===== config.mk =====
export PLATFORM = sky130hd
export DESIGN_NAME = wptr_full_ctrl
export DESIGN_NICKNAME = d
export VERILOG_FILES = /design/src/rtl/fifo_pkg.sv /design/src/rtl/wptr_full_ctrl.sv
export SDC_FILE = /design/constraint.sdc
export NUM_CORES = 1
export LEC_CHECK = 0
export CORE_ASPECT_RATIO = 1.1
export CORE_MARGIN = 1.5
export CORE_UTILIZATION = 45
export CTS_CLUSTER_DIAMETER = 100
export CTS_CLUSTER_SIZE = 28
export DETAILED_ROUTE_END_ITERATION = 16
export GPL_ROUTABILITY_DRIVEN = 0
export HOLD_SLACK_MARGIN = 0.12
export PLACE_DENSITY = 0.77
export SLEW_MARGIN = 20
export SYNTH_ARGS = -nofsm -noshare
export SYNTH_HDL_FRONTEND = slang
export SYNTH_SLANG_ARGS = --single-unit

===== constraint.sdc =====
create_clock -name wclk -period 3.2 [get_ports wclk]
set_input_delay 0.32 -clock wclk [delete_from_list [all_inputs] [get_ports wclk]]
set_output_delay 0.32 -clock wclk [all_outputs]
set_load 0.005 [all_outputs]

===== src/rtl/fifo_pkg.sv =====
// ============================================================================
// Module   : fifo_pkg
// Purpose  : Shared async-FIFO constants and Gray/binary pointer conversions.
// Revision : 1.0 - initial release
// ============================================================================
`default_nettype none

package fifo_pkg;

    localparam int FIFO_ADDRSIZE = 4;
    localparam int DEPTH         = 2 ** FIFO_ADDRSIZE;

    // Conversions run on a wide vector; callers zero-extend and slice back to
    // their own pointer width, so any ADDRSIZE up to 31 is served.
    localparam int PTR_MAXW      = 32;

    function automatic logic [PTR_MAXW-1:0] bin2gray(input logic [PTR_MAXW-1:0] bin);
        return (bin >> 1) ^ bin;
    endfunction

    function automatic logic [PTR_MAXW-1:0] gray2bin(input logic [PTR_MAXW-1:0] gray);
        logic [PTR_MAXW-1:0] bin;
        bin[PTR_MAXW-1] = gray[PTR_MAXW-1];
        for (int i = PTR_MAXW - 2; i >= 0; i--) begin
            bin[i] = bin[i+1] ^ gray[i];
        end
        return bin;
    endfunction

endpackage

`default_nettype wire


===== src/rtl/wptr_full_ctrl.sv =====
// ============================================================================
// Module   : wptr_full_ctrl
// Purpose  : Write-side pointer, full/almost-full, level and overflow control.
// Revision : 1.0 - initial release
// ============================================================================
`default_nettype none

module wptr_full_ctrl
    import fifo_pkg::*;
#(
    parameter int ADDRSIZE     = FIFO_ADDRSIZE,
    parameter int AFULL_THRESH = (2 ** ADDRSIZE) - 2
) (
    input  logic                wclk,
    input  logic                wrst_n,
    input  logic                winc,
    input  logic [ADDRSIZE:0]   wq2_rptr,
    input  logic                wovf_clr,
    output logic [ADDRSIZE-1:0] waddr,
    output logic [ADDRSIZE:0]   wptr,
    output logic                wfull,
    output logic                wafull,
    output logic [ADDRSIZE:0]   wlevel,
    output logic                wovf
);

    localparam int                c_ptr_w        = ADDRSIZE + 1;
    localparam logic [ADDRSIZE:0] c_afull_thresh = AFULL_THRESH[ADDRSIZE:0];

    logic [ADDRSIZE:0]   r_wbin;
    logic [ADDRSIZE:0]   w_wbinnext;
    logic [ADDRSIZE:0]   w_wgraynext;
    logic [ADDRSIZE:0]   w_rbin_s;
    logic [ADDRSIZE:0]   w_wlevel_next;
    logic                w_winc_ok;
    logic                w_wfull_val;
    logic [PTR_MAXW-1:0] w_gray_wide;
    logic [PTR_MAXW-1:0] w_rbin_wide;
    logic                w_unused;

    assign w_winc_ok   = winc & ~wfull;
    assign w_wbinnext  = r_wbin + {{ADDRSIZE{1'b0}}, w_winc_ok};

    assign w_gray_wide = bin2gray({{(PTR_MAXW-c_ptr_w){1'b0}}, w_wbinnext});
    assign w_rbin_wide = gray2bin({{(PTR_MAXW-c_ptr_w){1'b0}}, wq2_rptr});
    assign w_wgraynext = w_gray_wide[ADDRSIZE:0];
    assign w_rbin_s    = w_rbin_wide[ADDRSIZE:0];
    assign w_unused    = &{1'b0, w_gray_wide[PTR_MAXW-1:c_ptr_w], w_rbin_wide[PTR_MAXW-1:c_ptr_w]};

    // Full when the next write pointer sits exactly one lap ahead of the
    // synchronized read pointer: top two Gray bits inverted, the rest equal.
    assign w_wfull_val   = (w_wgraynext == {~wq2_rptr[ADDRSIZE:ADDRSIZE-1], wq2_rptr[ADDRSIZE-2:0]});
    assign w_wlevel_next = w_wbinnext - w_rbin_s;

    assign waddr = r_wbin[ADDRSIZE-1:0];

    always_ff @(posedge wclk or negedge wrst_n) begin
        if (!wrst_n) begin
            r_wbin <= '0;
            wptr   <= '0;
        end else begin
            r_wbin <= w_wbinnext;
            wptr   <= w_wgraynext;
        end
    end

    always_ff @(posedge wclk or negedge wrst_n) begin
        if (!wrst_n) begin
            wfull  <= 1'b0;
            wafull <= 1'b0;
            wlevel <= '0;
        end else begin
            wfull  <= w_wfull_val;
            wafull <= (w_wlevel_next >= c_afull_thresh);
            wlevel <= w_wlevel_next;
        end
    end

    // A new overflow outranks a clear arriving on the same edge.
    always_ff @(posedge wclk or negedge wrst_n) begin
        if (!wrst_n) begin
            wovf <= 1'b0;
        end else begin
            wovf <= (winc & wfull) | (wovf & ~wovf_clr);
        end
    end

endmodule

`default_nettype wire


==> implementation parameters, run 1 <==
Parameter                              Value

STA
  Maximum clock skew at final layout    0.00477 ns
  RSZ-0062 raised after global routing    false
  Final hold violations    0
  Final worst-path cycle share    84.9%
  Least-Margin Pin Slew    between 0.7 and 0.8 ns
  Rel. slew slack    around 50%
  FMAX    between 300 and 400 MHz
  Sum of negative setup slack    0 ns
  Final slew viol count    0
  Fin crit period    2.72 ns
  Worst path setup slack after routing    0.484 ns
  Final setup violation count    0
  Post-route worst hold slack    0.476 ns

Critical path
  Worst endpoint data arrival time    approximately 2.9 ns
  Cell class contributing the biggest share of worst-path delay    XOR/XNOR gates
  Worst EP required    3.35 ns
  Depth of the most critical reg-to-reg path    10
  Kind of start point of the critical path    primary input
  Worst Setup SP    wq2_rptr[3]
  Capturing point of the worst reg2reg path    wafull$_DFF_PN0_
  Kind of critical path    in2reg
  Cell occurring most often along the worst timing path    sky130_fd_sc_hd__xor2_1
  Max Fanout on Critical Path    3
  Crit path buf inv count    1
  Startpoint of the worst-slack reg-to-reg timing path    wfull$_DFF_PN0_
  Cell-by-cell trace of the critical path    clkdlybuf4s50_1 -> xnor2_2 -> xor2_1 -> xor2_1 -> xnor2_1 -> ha_1 -> fa_1 -> nand2b_1 -> a21boi_0 -> or3_1 -> o311ai_1
  End point of the critical path    wafull$_DFF_PN0_
  Category of the worst setup path capture point    flop
  Stages on the worst setup path    11
  Delay of the slowest cell on the worst path    about 0.54 ns
  Worst path slowest cell    sky130_fd_sc_hd__clkdlybuf4s50_1
  Worst reg2reg setup slack    0.72 ns

Floorplanning
  Core region area    0.00204 sq mm
  Starting density of the core    48.5%
  Die span in x    47.7 um
  Die footprint    about 0.0025 sq mm
  Ports placed on the boundary    26
  Total number of placement rows    17
  Die Y-Extent    52.2 um

Synthesis
  Top cell type's share of synthesized area    42.9%
  Number of cells produced by synthesis    83
  Synthesized-area fraction occupied by ao, oa, aoi and oai cells    7.58%
  Number of distinct library cells after synthesis    30
  Synthesis-stage register bit count    17
  Post-synthesis instance area    991 sq um
  Total of warnings raised by yosys    0
  Share of the synthesized netlist area taken by xor and xnor gates    between 20% and 30%
  Sequential element share of the synthesized area    42.9%
  Biggest area consumer among synthesized cells    sky130_fd_sc_hd__dfrtp_1
  Dominant combinational cell family by area after synthesis    XOR/XNOR gates
  Top cells by area in the synthesized netlist    sky130_fd_sc_hd__dfrtp_1, sky130_fd_sc_hd__xnor2_1, sky130_fd_sc_hd__ha_1
  Simple-gate portion of the synthesized area    between 10 and 15%
  Adder-Cell Fraction of Synth Area    9.60%
  Synthesized netlist net count    99
  Per-instance average area after synthesis    11.9 sq um
  Mux share of post-synthesis cell area    0%

Clock tree
  Post-cts hold buffer count    0
  TritonCTS sink count    17
  Clk Latency, worst-skew pair    0.28 ns
  Cells resized by post-CTS repair    0
  Maximum clock insertion buffer count    2
  TritonCTS clock tree    built
  Cell at the root of the clock tree    sky130_fd_sc_hd__clkbuf_4
  Post CTS Setup Buffer Count    0
  Clock slew at the register clock pins of the worst setup and hold paths    0.10 ns
  Clock H-tree levels    1
  Number of buffers created by CTS    3

Layout
  Synthesis-to-layout area growth    29.5%
  Final standard cell area without fillers    around 0.0013 sq mm
  Ant. Diodes    0
  Number of nets in the layout    around 130
  Share of cells above drive strength 1    8.11%
  Final core occ    62.9%

Global routing
  Via count of the first global-routing pass    about 640
  Maximum number of pins on one net before global-route repair    18
  Number of antenna violations at the first check in global routing    0
  Wire length of the first global-routing pass    2950 um
  Remaining global-route overflow    0
  Total track usage    17.0%

Pwr
  Net Sw Power    about 560 uW
  Peak ir drop on the vdd network    roughly 630 uV
  Sequential Power Share    around 28%
  Gate power share    63.9%
  Cell leakage power    0.564 nW
  Power per cell area    1150 mW/mm^2
  Net switching fraction of the power    37.5%
  Clock share of power    between 7 and 8%
  Internal power    926 uW

Routing
  Detailed Route Iter0 Violations    4
  Number of remaining DRC errors    0
  Final wirelength    1750 um
  Number of vias per cell    around 4.7
  Post-DR wirelength/cell    approximately 13 um
  DR pass1 iterations    4
  Vias after detailed routing    659
  Remaining antenna violation count after routing    0

Placed design
  Placement Setup Slack    0.156 ns
  Total cell area at the placement stage    0.00126 sq mm
  Dpl hpwl    1390 um
  Number of I/O port buffers    25

Hold path
  Type of the worst min-delay path    in2async

Status
  Outcome    completed

Run
  Max-cap violation count    0
## worst min-delay path by stage
stage	cells after the start	start	end	slack, ns
global placement	2	wfull$_DFF_PN0_	wovf$_DFF_PN0_	0.50
finish	1	wrst_n	wptr[2]$_DFF_PN0_	0.48
global route	1	wrst_n	wlevel[1]$_DFF_PN0_	0.53
detailed placement	2	wfull$_DFF_PN0_	wovf$_DFF_PN0_	0.51
floorplan	0	wrst_n	r_wbin[0]$_DFF_PN0_	0.02
CTS	1	wrst_n	wlevel[1]$_DFF_PN0_	0.49
## cell usage in the layout, fill, tap and decap left out, types with 2 or more instances in the layout
| cell type | count |
|---|---|
| sky130_fd_sc_hd__xnor2_1 | 12 |
| sky130_fd_sc_hd__a21boi_0 | 2 |
| sky130_fd_sc_hd__o21ai_0 | 3 |
| sky130_fd_sc_hd__dfrtp_1 | 17 |
| sky130_fd_sc_hd__inv_1 | 9 |
| sky130_fd_sc_hd__clkbuf_4 | 3 |
| sky130_fd_sc_hd__ha_1 | 6 |
| sky130_fd_sc_hd__xnor2_2 | 2 |
| sky130_fd_sc_hd__xor2_1 | 5 |
| sky130_fd_sc_hd__nand2_1 | 4 |
| sky130_fd_sc_hd__clkdlybuf4s50_1 | 25 |
| sky130_fd_sc_hd__nor2b_1 | 3 |
## synth_stat cells
cell type                    n
sky130_fd_sc_hd__dfrtp_1    17
sky130_fd_sc_hd__xnor2_1    12
sky130_fd_sc_hd__inv_1       9
sky130_fd_sc_hd__ha_1        6
sky130_fd_sc_hd__xor2_1      5
sky130_fd_sc_hd__nand2_1     4
sky130_fd_sc_hd__nor2b_1     3
sky130_fd_sc_hd__o21ai_0     3
sky130_fd_sc_hd__a21boi_0    2
sky130_fd_sc_hd__xnor2_2     2
sky130_fd_sc_hd__a21oi_1     1
sky130_fd_sc_hd__a2bb2oi_1   1
sky130_fd_sc_hd__a311oi_2    1
sky130_fd_sc_hd__and2b_1     1
sky130_fd_sc_hd__and4b_1     1
sky130_fd_sc_hd__buf_6       1
sky130_fd_sc_hd__buf_8       1
sky130_fd_sc_hd__fa_1        1
sky130_fd_sc_hd__nand2b_1    1
sky130_fd_sc_hd__nand3_1     1
sky130_fd_sc_hd__nand4_1     1
sky130_fd_sc_hd__nor2_1      1
sky130_fd_sc_hd__nor3b_1     1
sky130_fd_sc_hd__nor4_2      1
sky130_fd_sc_hd__o211ai_1    1
sky130_fd_sc_hd__o311ai_1    1
sky130_fd_sc_hd__or2b_1      1
sky130_fd_sc_hd__or3_1       1
sky130_fd_sc_hd__xnor3_1     1
sky130_fd_sc_hd__xor3_2      1
## cell type report
| cell class | count | area (sq um) |
|---|---|---|
| timing repair buffer | 26 | 258 |
| fill | 178 | 758 |
| sequential | 17 | 425 |
| inverter | 9 | 33.8 |
| tap | 28 | 35.0 |
| clock buffer | 4 | 26.3 |
| multi-input combinational | 55 | 505 |
## metrics by stage
stage / cells / power [mW]
floorplan: 83 / 1.05
global placement: 135 / 1.36
detailed placement: 135 / 1.38
CTS: 139 / 1.50
global route: 139 / 1.62
finish: 139 / 1.48
## logic make-up (layout without fill, tap and decap cells)
kind of cell    after synthesis  after routing
flops                        17             17
fa+ha+maj                     7              7
xor+xnor                     21             21
buf+inv                      11             39
compound gates               10             10
simple gates                 17             17
## sequential cells by signal, summed over array words and instances, names as in the netlist
signal  cells
wptr        4
wfull       1
wovf        1
wlevel      5
r_wbin      5
wafull      1
## worst reg2reg max path, delay by kind of cell, from the launching register on
family,cells,cell delay (ns)
XOR/XNOR,1,0.30
flip-flops,1,0.40
adder cells (fa/ha/maj),2,0.67
buffers and inverters,1,0.11
AND/OR/NAND/NOR,4,0.69
AO/OA/AOI/OAI,2,0.19
## power by group through the flow
stage               clock [mW]  combinational (mW)  sequential, mW
global placement             0               0.936           0.421
CTS                      0.118               0.960           0.422
detailed placement           0               0.953           0.426
floorplan                    0               0.641           0.411
global route             0.130                1.06           0.438
finish                   0.113               0.946           0.422
## routing by layer
metal / part of all wire (%) / global-route usage, % / up-vias
met5: 0 / 0 / -
met4: 0.46 / 4.05 / 0
met3: 4.9 / 3.10 / 2
met2: 49 / 26.7 / 20
met1: 45 / 23.9 / 309
li1: - / - / 328
No activity file was read; power rests on OpenSTA's default activity.
==> run 2, diff against run 1 <==
==> constraint.sdc (replaced) <==
create_clock -name wclk -period 2.6 [get_ports wclk]
set_input_delay 0.26 -clock wclk [delete_from_list [all_inputs] [get_ports wclk]]
set_output_delay 0.26 -clock wclk [all_outputs]
set_load 0.005 [all_outputs]
==> run 2 against run 1 <==
  * Hold slack worse by 0.095 ns
  * Clock power grew 30%
  * Sequential share of layout area decreased by 2.8 points
  * Clock-buffer cell count fell by 1
==> implementation parameters, run 2 (synthesis gave the netlist of run 1 again) <==
Parameter                              Value

Placed design
  Number of placed instances with taps included    between 100 and 150
  Number of I/O port buffers    25
  Dpl hpwl    1500 um
  Placement Setup Slack    -0.258 ns

Routing
  Vias after detailed routing    711
  Remaining antenna violation count after routing    0
  Number of remaining DRC errors    0
  Detailed Route Iter0 Violations    11
  Number of vias per cell    ~4.7
  Post-DR wirelength/cell    roughly 12 um
  Final wirelength    around 1900 um
  DR pass1 iterations    2

Layout
  Ant. Diodes    0
  Fill count    165
  Final instance count without filler cells    152
  Synthesis-to-layout area growth    41.3%
  Commonest non-fill, non-tap cells in the layout    sky130_fd_sc_hd__clkdlybuf4s50_1, sky130_fd_sc_hd__dfrtp_1, sky130_fd_sc_hd__buf_4
  Area of the multi-input gates    520 sq um
  Final core occ    between 60% and 70%
  Number of nets in the layout    141
  Most common cell after layout, fill and taps aside    sky130_fd_sc_hd__clkdlybuf4s50_1
  Registers with the most flip-flops    r_wbin: 5 flops, wlevel: 5 flops, wptr: 4 flops
  Area of all sequential standard cells    425 sq um
  Share of cells above drive strength 1    about a fifth

Critical path
  End point of the critical path    wafull$_DFF_PN0_
  Category of the worst setup path capture point    flop
  Worst reg2reg setup slack    0.34 ns
  Capturing point of the worst reg2reg path    wafull$_DFF_PN0_
  Depth of the most critical reg-to-reg path    9
  Kind of start point of the critical path    primary input
  Kind of critical path    in2reg
  Worst endpoint data arrival time    2.66 ns
  Worst Setup SP    wq2_rptr[3]
  Max Fanout on Critical Path    2
  Worst EP required    2.78 ns
  Startpoint of the worst-slack reg-to-reg timing path    wfull$_DFF_PN0_

Floorplanning
  Die span in x    47.7 um
  Total number of placement rows    17
  Die Y-Extent    52.2 um
  Die footprint    between 0.002 and 0.0025 sq mm
  Starting density of the core    48.5%
  Core region area    0.00204 sq mm
  Ports placed on the boundary    26

STA
  Final worst-path cycle share    approximately 95%
  Rel. slew slack    approximately half
  Final hold violations    0
  Least-Margin Pin Slew    between 0.7 and 0.8 ns
  FMAX    403 MHz
  Final slew viol count    0
  Fin crit period    2.48 ns
  Maximum clock skew at final layout    0.00968 ns
  Post-route worst hold slack    0.381 ns
  Worst path setup slack after routing    0.119 ns
  Final setup violation count    0

Global routing
  Total track usage    18.0%
  Maximum number of pins on one net before global-route repair    18
  Number of antenna violations at the first check in global routing    0
  Via count of the first global-routing pass    slightly above 700
  Remaining global-route overflow    0
  Wire length of the first global-routing pass    3080 um

Clock tree
  Clock H-tree levels    1
  Number of buffers created by CTS    3
  TritonCTS sink count    17
  Post-cts hold buffer count    0
  Clk Latency, worst-skew pair    around 0.3 ns
  TritonCTS clock tree    built
  Cell at the root of the clock tree    sky130_fd_sc_hd__clkbuf_4
  Maximum clock insertion buffer count    2
  Clock slew at the register clock pins of the worst setup and hold paths    0.11 ns

Run
  Max-cap violation count    0

Hold path
  Type of the worst min-delay path    in2async

Pwr
  Power per cell area    1400 mW/mm^2
  Total power of the final layout    1.97 mW
  Cell leakage power    0.630 nW
  Peak ir drop on the vdd network    between 800 and 900 uV

Status
  Outcome    completed
==> run 2: changes by cell type in the layout (fill, tap and decap cells not counted) <==
| cell | change |
|---|---|
| sky130_fd_sc_hd__clkinvlp_4 | +1 |
| sky130_fd_sc_hd__buf_4 | +13 |
| sky130_fd_sc_hd__xor2_2 | +2 |
| sky130_fd_sc_hd__clkbuf_1 | -1 |
| sky130_fd_sc_hd__a21boi_0 | -1 |
| sky130_fd_sc_hd__xor2_1 | -2 |
| sky130_fd_sc_hd__a21boi_1 | +1 |
==> run 2: worst min path at each step <==
stage | startpoint | end | slack, ns | cells after the start
4_1_cts | wrst_n | wlevel[1]$_DFF_PN0_ | 0.41 | 1
3_3_place_gp | wfull$_DFF_PN0_ | wovf$_DFF_PN0_ | 0.49 | 2
5_1_grt | wrst_n | wlevel[1]$_DFF_PN0_ | 0.44 | 1
3_5_place_dp | wfull$_DFF_PN0_ | wovf$_DFF_PN0_ | 0.51 | 2
6_report | wrst_n | wlevel[1]$_DFF_PN0_ | 0.38 | 1
2_1_floorplan | wrst_n | r_wbin[0]$_DFF_PN0_ | -0.04 | 0
==> run 2: critical path, stage by stage <==
cell,delay [ns]
sky130_fd_sc_hd__clkdlybuf4s50_1,0.47
sky130_fd_sc_hd__xnor2_2,0.24
sky130_fd_sc_hd__xor2_2,0.23
sky130_fd_sc_hd__xor2_2,0.20
sky130_fd_sc_hd__xnor2_1,0.09
sky130_fd_sc_hd__ha_1,0.22
sky130_fd_sc_hd__fa_1,0.39
sky130_fd_sc_hd__nand2b_1,0.16
sky130_fd_sc_hd__a21boi_1,0.15
sky130_fd_sc_hd__or3_1,0.15
sky130_fd_sc_hd__o311ai_1,0.10
==> run 2: metrics by stage <==
stage          TNS [ns]  instance area, sq um
3_3_place_gp     -0.275                  1350
4_1_cts               0                  1380
2_1_floorplan         0                   991
6_report              0                  1400
5_1_grt        -0.00678                  1400
3_5_place_dp     -0.455                  1350
==> run 2: layer usage <==
| metal | track usage [%] | routed length, um | up-vias | share of wire [%] |
|---|---|---|---|---|
| met5 | 0 | 0 | - | 0 |
| met4 | 6.76 | 30 | 0 | 1.6 |
| met3 | 3.45 | 76 | 5 | 4.0 |
| met2 | 30.0 | 1010 | 21 | 53 |
| met1 | 22.4 | 783 | 327 | 41 |
| li1 | - | - | 358 | - |
==> run 2: power breakdown <==
group | switching [mW] | internal (mW) | leakage [nW]
clock network | 0.0885 | 0.0586 | 0.0139
registers | 0.104 | 0.411 | 0.203
logic | 0.526 | 0.777 | 0.412
==> run 2: final cells by class <==
cell class,instances,share of cell area (%)
Timing Repair Buffer,39,25.4
Sequential cell,17,30.4
Clock inverter,1,0.536
Tap cell,28,2.50
Clock buffer,3,1.61
Multi-Input combinational cell,55,37.2
Inverter,9,2.41
==> run 2: repair_timing <==
action | CTS | global route
buffers inserted | 0 | 1
gates resized for setup | 0 | 3
endpoints found under the setup margin | 0 | 2
